[src/rtl/tinyqv_data_arbiter.sv]
// Round-robin arbiter sharing one data-bus slave port between requester A (CPU) and B (DMA/debug).
// Optional build macro TINYQV_ARB_TIMEOUT_EN adds a forced-completion timeout with a sticky flag.
module tinyqv_data_arbiter #(
  parameter int unsigned ADDR_W         = 28,
  parameter int unsigned TIMEOUT_CYCLES = 255,
  parameter bit          FIRST_GRANT_B  = 1'b0
) (
  input  logic              clk,
  input  logic              rstn,

  input  logic [ADDR_W-1:0] a_addr,
  input  logic [1:0]        a_write_n,
  input  logic [1:0]        a_read_n,
  input  logic [31:0]       a_data_out,
  output logic              a_ready,
  output logic [31:0]       a_data_in,

  input  logic [ADDR_W-1:0] b_addr,
  input  logic [1:0]        b_write_n,
  input  logic [1:0]        b_read_n,
  input  logic [31:0]       b_data_out,
  output logic              b_ready,
  output logic [31:0]       b_data_in,

  output logic [ADDR_W-1:0] s_addr,
  output logic [1:0]        s_write_n,
  output logic [1:0]        s_read_n,
  output logic [31:0]       s_data_out,
  input  logic              s_ready,
  input  logic [31:0]       s_data_in,

  output logic              grant_b,
  output logic              timeout_flag,
  input  logic              timeout_clr
);

  typedef enum logic [0:0] {StIdle, StBusy} state_e;

  state_e state_q;
  logic   last_grant_b_q;  // 1 when B received the most recent grant
  logic   req_a, req_b, pick_b;
  logic   timeout_hit, done;
  logic [31:0] rdata;

  assign req_a = (a_write_n != 2'b11) || (a_read_n != 2'b11);
  assign req_b = (b_write_n != 2'b11) || (b_read_n != 2'b11);

  // On contention the requester that did not win last time gets the bus.
  assign pick_b = req_b && (!req_a || !last_grant_b_q);

`ifdef TINYQV_ARB_TIMEOUT_EN
  logic [15:0] tmo_cnt_q;
  logic        timeout_flag_q;

  assign timeout_hit = (state_q == StBusy) && !s_ready &&
                       (tmo_cnt_q == 16'(TIMEOUT_CYCLES - 1));

  always_ff @(posedge clk or negedge rstn) begin
    if (!rstn) begin
      tmo_cnt_q      <= '0;
      timeout_flag_q <= 1'b0;
    end else begin
      if (state_q == StIdle) begin
        tmo_cnt_q <= '0;
      end else if (!s_ready) begin
        tmo_cnt_q <= tmo_cnt_q + 16'd1;
      end
      if (timeout_hit) begin
        timeout_flag_q <= 1'b1;
      end else if (timeout_clr) begin
        timeout_flag_q <= 1'b0;
      end
    end
  end

  assign timeout_flag = timeout_flag_q;
`else
  logic        unused_clr;
  logic [15:0] unused_tmo;

  assign unused_clr   = timeout_clr;
  assign unused_tmo   = 16'(TIMEOUT_CYCLES);
  assign timeout_hit  = 1'b0;
  assign timeout_flag = 1'b0;
`endif

  assign done = (state_q == StBusy) && (s_ready || timeout_hit);

  always_ff @(posedge clk or negedge rstn) begin
    if (!rstn) begin
      state_q        <= StIdle;
      last_grant_b_q <= ~FIRST_GRANT_B;
      grant_b        <= 1'b0;
      s_addr         <= '0;
      s_write_n      <= 2'b11;
      s_read_n       <= 2'b11;
      s_data_out     <= '0;
    end else begin
      case (state_q)
        StIdle: begin
          if (req_a || req_b) begin
            state_q        <= StBusy;
            last_grant_b_q <= pick_b;
            grant_b        <= pick_b;
            s_addr         <= pick_b ? b_addr     : a_addr;
            s_data_out     <= pick_b ? b_data_out : a_data_out;
            s_write_n      <= pick_b ? b_write_n  : a_write_n;
            s_read_n       <= pick_b ? b_read_n   : a_read_n;
          end
        end
        StBusy: begin
          if (done) begin
            state_q   <= StIdle;
            grant_b   <= 1'b0;
            s_write_n <= 2'b11;
            s_read_n  <= 2'b11;
          end
        end
        default: state_q <= StIdle;
      endcase
    end
  end

  // Slave data wins over a coincident timeout; a pure timeout returns all-ones.
  assign rdata = timeout_hit ? 32'hFFFF_FFFF : s_data_in;

  always_comb begin
    a_ready   = 1'b0;
    b_ready   = 1'b0;
    a_data_in = '0;
    b_data_in = '0;
    if (state_q == StBusy) begin
      if (grant_b) begin
        b_ready   = done;
        b_data_in = rdata;
      end else begin
        a_ready   = done;
        a_data_in = rdata;
      end
    end
  end

endmodule
[config.mk]
export PLATFORM = sky130hd
export DESIGN_NAME = tinyqv_data_arbiter
export DESIGN_NICKNAME = d
export VERILOG_FILES = /design/src/rtl/tinyqv_data_arbiter.sv
export SDC_FILE = /design/constraint.sdc
export NUM_CORES = 1
export LEC_CHECK = 0
export BUFFER_PORTS_ARGS = -buffer_cell sky130_fd_sc_hd__buf_2
export CAP_MARGIN = 10
export CORE_AREA = 4 4 113 115
export DETAILED_ROUTE_END_ITERATION = 7
export DIE_AREA = 0 0 117 119
export HOLD_SLACK_MARGIN = 0.12
export PLACE_DENSITY = 0.69
export SLEW_MARGIN = 20
export SYNTH_ARGS = -nofsm -noshare
export SYNTH_HDL_FRONTEND = slang
export SYNTH_SLANG_ARGS = --single-unit
[constraint.sdc]
create_clock -name clk -period 1.7 [get_ports clk]
set_clock_uncertainty 0.15 [all_clocks]
set_input_delay 0.17 -clock clk [delete_from_list [all_inputs] [get_ports clk]]
set_output_delay 0.17 -clock clk [all_outputs]
set_load 0.01 [all_outputs]
After elaboration in Yosys (flattened, before gate mapping)
Cells that the tools add are included.
{ "word_totals": {"inputBits": 164, "out_inout_bits": 132, "reg_bits": 67, "word_cells": 47} }
{ "classes": {"mux": 23, "bitwise": 1, "n_eq_ne": 6, "n_reduce_logical": 10} }
{ "op_table": {"columns": ["cell", "count"], "rows": [
  ["$mux 32", 5],
  ["$mux 28", 1],
  ["$mux 2", 5],
  ["$ne 2x2->1 const B", 5],
  ["$mux 1", 8],
  ["$pmux 2 s2", 2],
  ["$logic_or 1x1->1", 4],
  ["$pmux 1 s2", 2],
  ["$reduce_and 2->1", 2],
  ["$logic_and 1x1->1", 2],
  ["$logic_not 1->1", 2],
  ["$ne 2x1->1 const B", 1],
  ["$not 1->1", 1]
]} }

Longest topological paths before layout
{ "depth": {"ltp_word": 8, "ltp_mapped": 7, "depth_no_buf": 4} }

Worst setup path after synthesis
No wires, ideal clock.
{ "synth_timing": {"path_kind": "register to output", "start": "reg state_q", "end": "out a_data_in[0]", "arrival_time_ps": 1114, "required_time_ps": 1380, "setup_slack_ps": 266, "n_path_buf": 2, "stages_incl_launch_ff": 5, "path_cell_list": "dfrtp_1 -> buf_2 -> nor2b_1 -> clkbuf_1 -> and2_1"} }
{ "synth_via": {"elab_chain_len": 1} }
{ "synth_rtl": {"columns": ["item", "line", "text"], "rows": [
  ["start: declaration", "39", "state_e state_q;"],
  ["start signal: assignment", "91", "state_q <= StIdle;"],
  ["start signal: assignment", "102", "state_q <= StBusy;"],
  ["start signal: assignment", "113", "state_q <= StIdle;"],
  ["$mux 32", "132", "if (state_q == StBusy) begin"],
  ["end: declaration", "16", "output logic [31:0] a_data_in,"]
]} }
Every way passes these cells.

Worst setup path in the final report
{ "layout_timing": {"start": "reg grant_b", "end": "out b_data_in[23]"} }
{ "layout_via": {"elab_chain_len": 2} }
{ "layout_rtl": {"columns": ["item", "line", "text"], "rows": [
  ["start: declaration", "32", "output logic grant_b,"],
  ["start signal: assignment", "104", "grant_b <= pick_b;"],
  ["$mux 32", "133", "if (grant_b) begin"],
  ["$mux 32", "132", null],
  ["end: declaration", "23", "output logic [31:0] b_data_in,"]
]} }
Every way passes these cells.

==> flow_summary.html <==
<table>
<tr><th>Metric</th><th>Value</th></tr>
<tr><th colspan="2">Synthesis</th></tr>
<tr><td>Count of mapped cells out of synthesis</td><td>around 440</td></tr>
<tr><td>Post-synthesis sequential element count</td><td>67</td></tr>
<tr><td>Syn Std Cell Area</td><td>around 0.0037 mm²</td></tr>
<tr><td>Register area share after synthesis</td><td>0.458</td></tr>
<tr><td>Area fraction in and, or, nand and nor cells after synthesis</td><td>0.250</td></tr>
<tr><td>Synth Warn #</td><td>0</td></tr>
<tr><td>Mux cell area share after synthesis</td><td>0</td></tr>
<tr><td>Average cell area after synthesis</td><td>8.28 µm²</td></tr>
<tr><td>Number of distinct library cell variants in the gate-level netlist after synthesis</td><td>23</td></tr>
<tr><td>Synthesized net count</td><td>roughly 610</td></tr>
<tr><td>Post-synthesis share of cell area spent on full adders, half adders and majority gates</td><td>0</td></tr>
<tr><td>Combinational family with the most area after synthesis</td><td>simple AND/OR/NAND/NOR gates</td></tr>
<tr><td>Area fraction in compound gates after synthesis</td><td>0.223</td></tr>
<tr><td>Area share of xor/xnor cells in the synthesized design</td><td>0</td></tr>
<tr><th colspan="2">Drt</th></tr>
<tr><td>Vias after detailed routing</td><td>roughly 4800</td></tr>
<tr><td>Routed WL</td><td>roughly 16 mm</td></tr>
<tr><td>Wire length per cell</td><td>about 16 µm</td></tr>
<tr><td>Met3 routed WL</td><td>between 1 and 1.5 mm</td></tr>
<tr><td>DRT antenna net count</td><td>0</td></tr>
<tr><td>Starting DRT DRC Count</td><td>between 300 and 400</td></tr>
<tr><td>Metal1 wirelength</td><td>6.34 mm</td></tr>
<tr><td>Average vias per placed instance</td><td>4.78</td></tr>
<tr><td>Total met2 wirelength after detailed routing</td><td>slightly above 8 mm</td></tr>
<tr><td>Drt first pass iters</td><td>5</td></tr>
<tr><td>Highest routed layer</td><td>met4</td></tr>
<tr><td>Remaining DRCs</td><td>0</td></tr>
<tr><th colspan="2">Global route</th></tr>
<tr><td>First-pass GRT wire length</td><td>roughly 25 mm</td></tr>
<tr><td>Overall fraction of global-route tracks in use</td><td>0.227</td></tr>
<tr><td>Maximum number of pins on one net before global-route repair</td><td>68</td></tr>
<tr><td>Global-route congestion overflow total</td><td>0</td></tr>
<tr><td>Initial antenna violation count</td><td>0</td></tr>
<tr><td>Vias in the first global route</td><td>roughly 5000</td></tr>
<tr><th colspan="2">Timing</th></tr>
<tr><td>Final hold violations</td><td>0</td></tr>
<tr><td>RSZ-0062 raised after global routing</td><td>true</td></tr>
<tr><td>Count of pins over their slew limit</td><td>0</td></tr>
<tr><td>Highest clock frequency the design can meet</td><td>0.610 GHz</td></tr>
<tr><td>Final worst-path cycle share</td><td>0.964</td></tr>
<tr><td>Clock period minus worst slack</td><td>1.64 ns</td></tr>
<tr><td>Worst hold margin</td><td>between 0.2 and 0.3 ns</td></tr>
<tr><td>Setup-failing EPs final</td><td>0</td></tr>
<tr><th colspan="2">Worst setup path</th></tr>
<tr><td>Critical Setup Path Class</td><td>flip-flop to output port</td></tr>
<tr><td>Critical path peak fanout</td><td>36</td></tr>
<tr><td>Worst reg-to-reg path cell count</td><td>5</td></tr>
<tr><td>Required time at the worst-slack endpoint</td><td>1.38 ns</td></tr>
<tr><td>Startpoint kind of the worst setup timing path</td><td>flip-flop</td></tr>
<tr><td>CP max stage delay</td><td>0.40 ns</td></tr>
<tr><td>Worst path depth</td><td>3</td></tr>
<tr><td>Setup crit end kind</td><td>output port</td></tr>
<tr><td>Ordered list of cells on the worst path</td><td>buf_6, and3_1, buf_2</td></tr>
<tr><td>Category of cells accounting for the largest share of critical-path delay</td><td>flip-flops</td></tr>
<tr><td>Critical Path Slowest Stage Cell</td><td>dfrtp_1</td></tr>
<tr><td>Worst Path Arrival</td><td>1.32 ns</td></tr>
<tr><td>Buffers and inverters on the worst path</td><td>2</td></tr>
<tr><th colspan="2">Floorplanning</th></tr>
<tr><td>Floorplan die area</td><td>around 0.014 mm²</td></tr>
<tr><td>Starting Density</td><td>0.311</td></tr>
<tr><td>Core Rows</td><td>40</td></tr>
<tr><td>Area of the placeable core</td><td>0.0118 mm²</td></tr>
<tr><td>I/O Pins</td><td>about 300</td></tr>
<tr><td>X dimension of the die</td><td>~120 µm</td></tr>
<tr><td>Die span in y</td><td>119 µm</td></tr>
<tr><th colspan="2">CTS</th></tr>
<tr><td>Number of clock sinks</td><td>67</td></tr>
<tr><td>Clk root buf</td><td>clkbuf_16</td></tr>
<tr><td>TritonCTS clock tree</td><td>yes</td></tr>
<tr><td>Clock buffers created by TritonCTS</td><td>9</td></tr>
<tr><td>Maximum root-to-sink buffer count</td><td>2</td></tr>
<tr><td>Deepest level of the CTS H-tree</td><td>3</td></tr>
<tr><td>Latest clock arrival within the worst-skew pair</td><td>0.31 ns</td></tr>
<tr><td>Clock input transition at the sequential cells of the worst setup and hold paths</td><td>0.06 ns</td></tr>
<tr><th colspan="2">Min path</th></tr>
<tr><td>Type of the tightest min-delay check</td><td>input pin to asynchronous set/reset pin</td></tr>
<tr><th colspan="2">Final layout</th></tr>
<tr><td># nets final</td><td>1019</td></tr>
<tr><td>Post-layout util</td><td>0.585</td></tr>
<tr><td>Fraction of layout instances using a drive strength above 1</td><td>0.411</td></tr>
<tr><td>Area overhead of the layout relative to synthesis</td><td>88.1%</td></tr>
<tr><td>Commonest cells after routing, fill and taps aside</td><td>293 x buf_2, 130 x dlygate4sd3_1, 108 x a21oi_1, 66 x nand2_1</td></tr>
<tr><td>Most common cell after layout, fill and taps aside</td><td>buf_2</td></tr>
<tr><td>Diodes inserted</td><td>0</td></tr>
<tr><th colspan="2">Place</th></tr>
<tr><td>Gp weighted congestion</td><td>slightly above 0.9</td></tr>
<tr><td>DP Wirelength</td><td>roughly 10 mm</td></tr>
<tr><td>Port buffer count</td><td>roughly 290</td></tr>
<tr><th colspan="2">Power and ir drop</th></tr>
<tr><td>Standby leakage power</td><td>around 0.0035 µW</td></tr>
<tr><td>Power Density</td><td>928 mW/mm²</td></tr>
<tr><td>IR Drop Worst-Case VDD</td><td>approximately 530 µV</td></tr>
<tr><th colspan="2">Outcome</th></tr>
<tr><td>Result of the run</td><td>completed</td></tr>
<tr><th colspan="2">Flow run</th></tr>
<tr><td>Max capacitance violation total</td><td>0</td></tr>
</table>
flip-flops by register name (all words and copies together), names as in the netlist:
signal / count
grant_b: 1
last_grant_b_q: 1
s_addr: 28
s_data_out: 32
s_read_n: 2
s_write_n: 2
state_q: 1
Yosys cell counts:
cell	count	area [µm²]
nor2_1	61	229
conb_1	1	3.75
o31ai_1	1	7.51
clkbuf_1	12	45.0
nand4_1	1	6.26
a21o_1	2	15.0
nand3_1	1	5.00
and4_1	2	17.5
a211oi_1	4	30.0
buf_6	9	101
nand2_1	66	248
dfstp_2	5	131
o21a_1	1	7.51
buf_2	12	60.1
and2_1	32	200
buf_4	6	45.0
a21oi_1	108	541
nor2b_1	1	6.26
a21oi_2	20	175
and3_1	33	206
o21ai_0	2	10.0
a21oi_4	2	32.5
dfrtp_1	62	1550
per-layer routing:
layer | global-route usage | vias to the layer above
li1 | - | 2309
met1 | 0.269 | 2224
met2 | 0.388 | 229
met3 | 0.0696 | 45
met4 | 0.0731 | 0
met5 | 0 | -
power by group:
part	total, µW	switching, µW	internal (µW)	leakage, µW
Combinational	2590	1410	1190	0.00264
Sequential	2150	186	1960	0.000745
Clock	1680	661	1020	0.000126
Total	6410	2250	4160	0.00351
cell families (layout without fill, tap and decap cells):
kind of cell,after synthesis,count (layout)
AND/OR/NAND/NOR,197,197
AO/OA/AOI/OAI,140,140
flip-flops,67,67
buffers and inverters,39,454
other,1,1
worst paths after layout:
path                                            start                    endpoint  slack (ns)
worst min register to register  s_addr[5]$_DFFE_PN0P_       s_addr[5]$_DFFE_PN0P_        0.36
worst min-delay path                             rstn  s_data_out[27]$_DFFE_PN0P_        0.26
worst max-delay path              grant_b$_DFFE_PN0P_               b_data_in[23]        0.06
min in group clk                         a_write_n[1]           state_q$_DFF_PN0_        0.26
max in group asynchronous                        rstn    s_write_n[0]$_DFFE_PN1P_        0.78
worst max register to register      state_q$_DFF_PN0_  s_data_out[20]$_DFFE_PN0P_        0.14
final cells by class:
class                      count  area, µm²
clock buffer                  13        250
multi-input combinational    338       1750
timing repair buffer         439       3030
clock inverter                 2       12.5
sequential                    67       1680
tap                          147        184
fill                         985       4900
stage by stage:
step           total power [µW]  cells  TNS, ns  setup slack (ns)  instance area [µm²]
6_report                   6410   1006        0            0.0613                 6910
3_5_place_dp               4450    859        0            0.0732                 5310
5_1_grt                    6810   1006  -0.0472           -0.0193                 6910
4_1_cts                    6400   1006        0           0.00303                 6900
2_1_floorplan              3420    444        0             0.266                 3670
3_3_place_gp               4430    859        0            0.0985                 5310
worst min-delay path: cells and delay by family:
kind / cells / cell delay, ns
buffers and inverters: 3 / 0.98
timing repair:
item	CTS	global route
hold buffers	130	0
cloned	1	0
endpoints found under the hold margin	132	0
setup endpoints to repair	36	51
setup buffers	1	0
resized for setup	5	4
(Power assumes the default switching activity.)
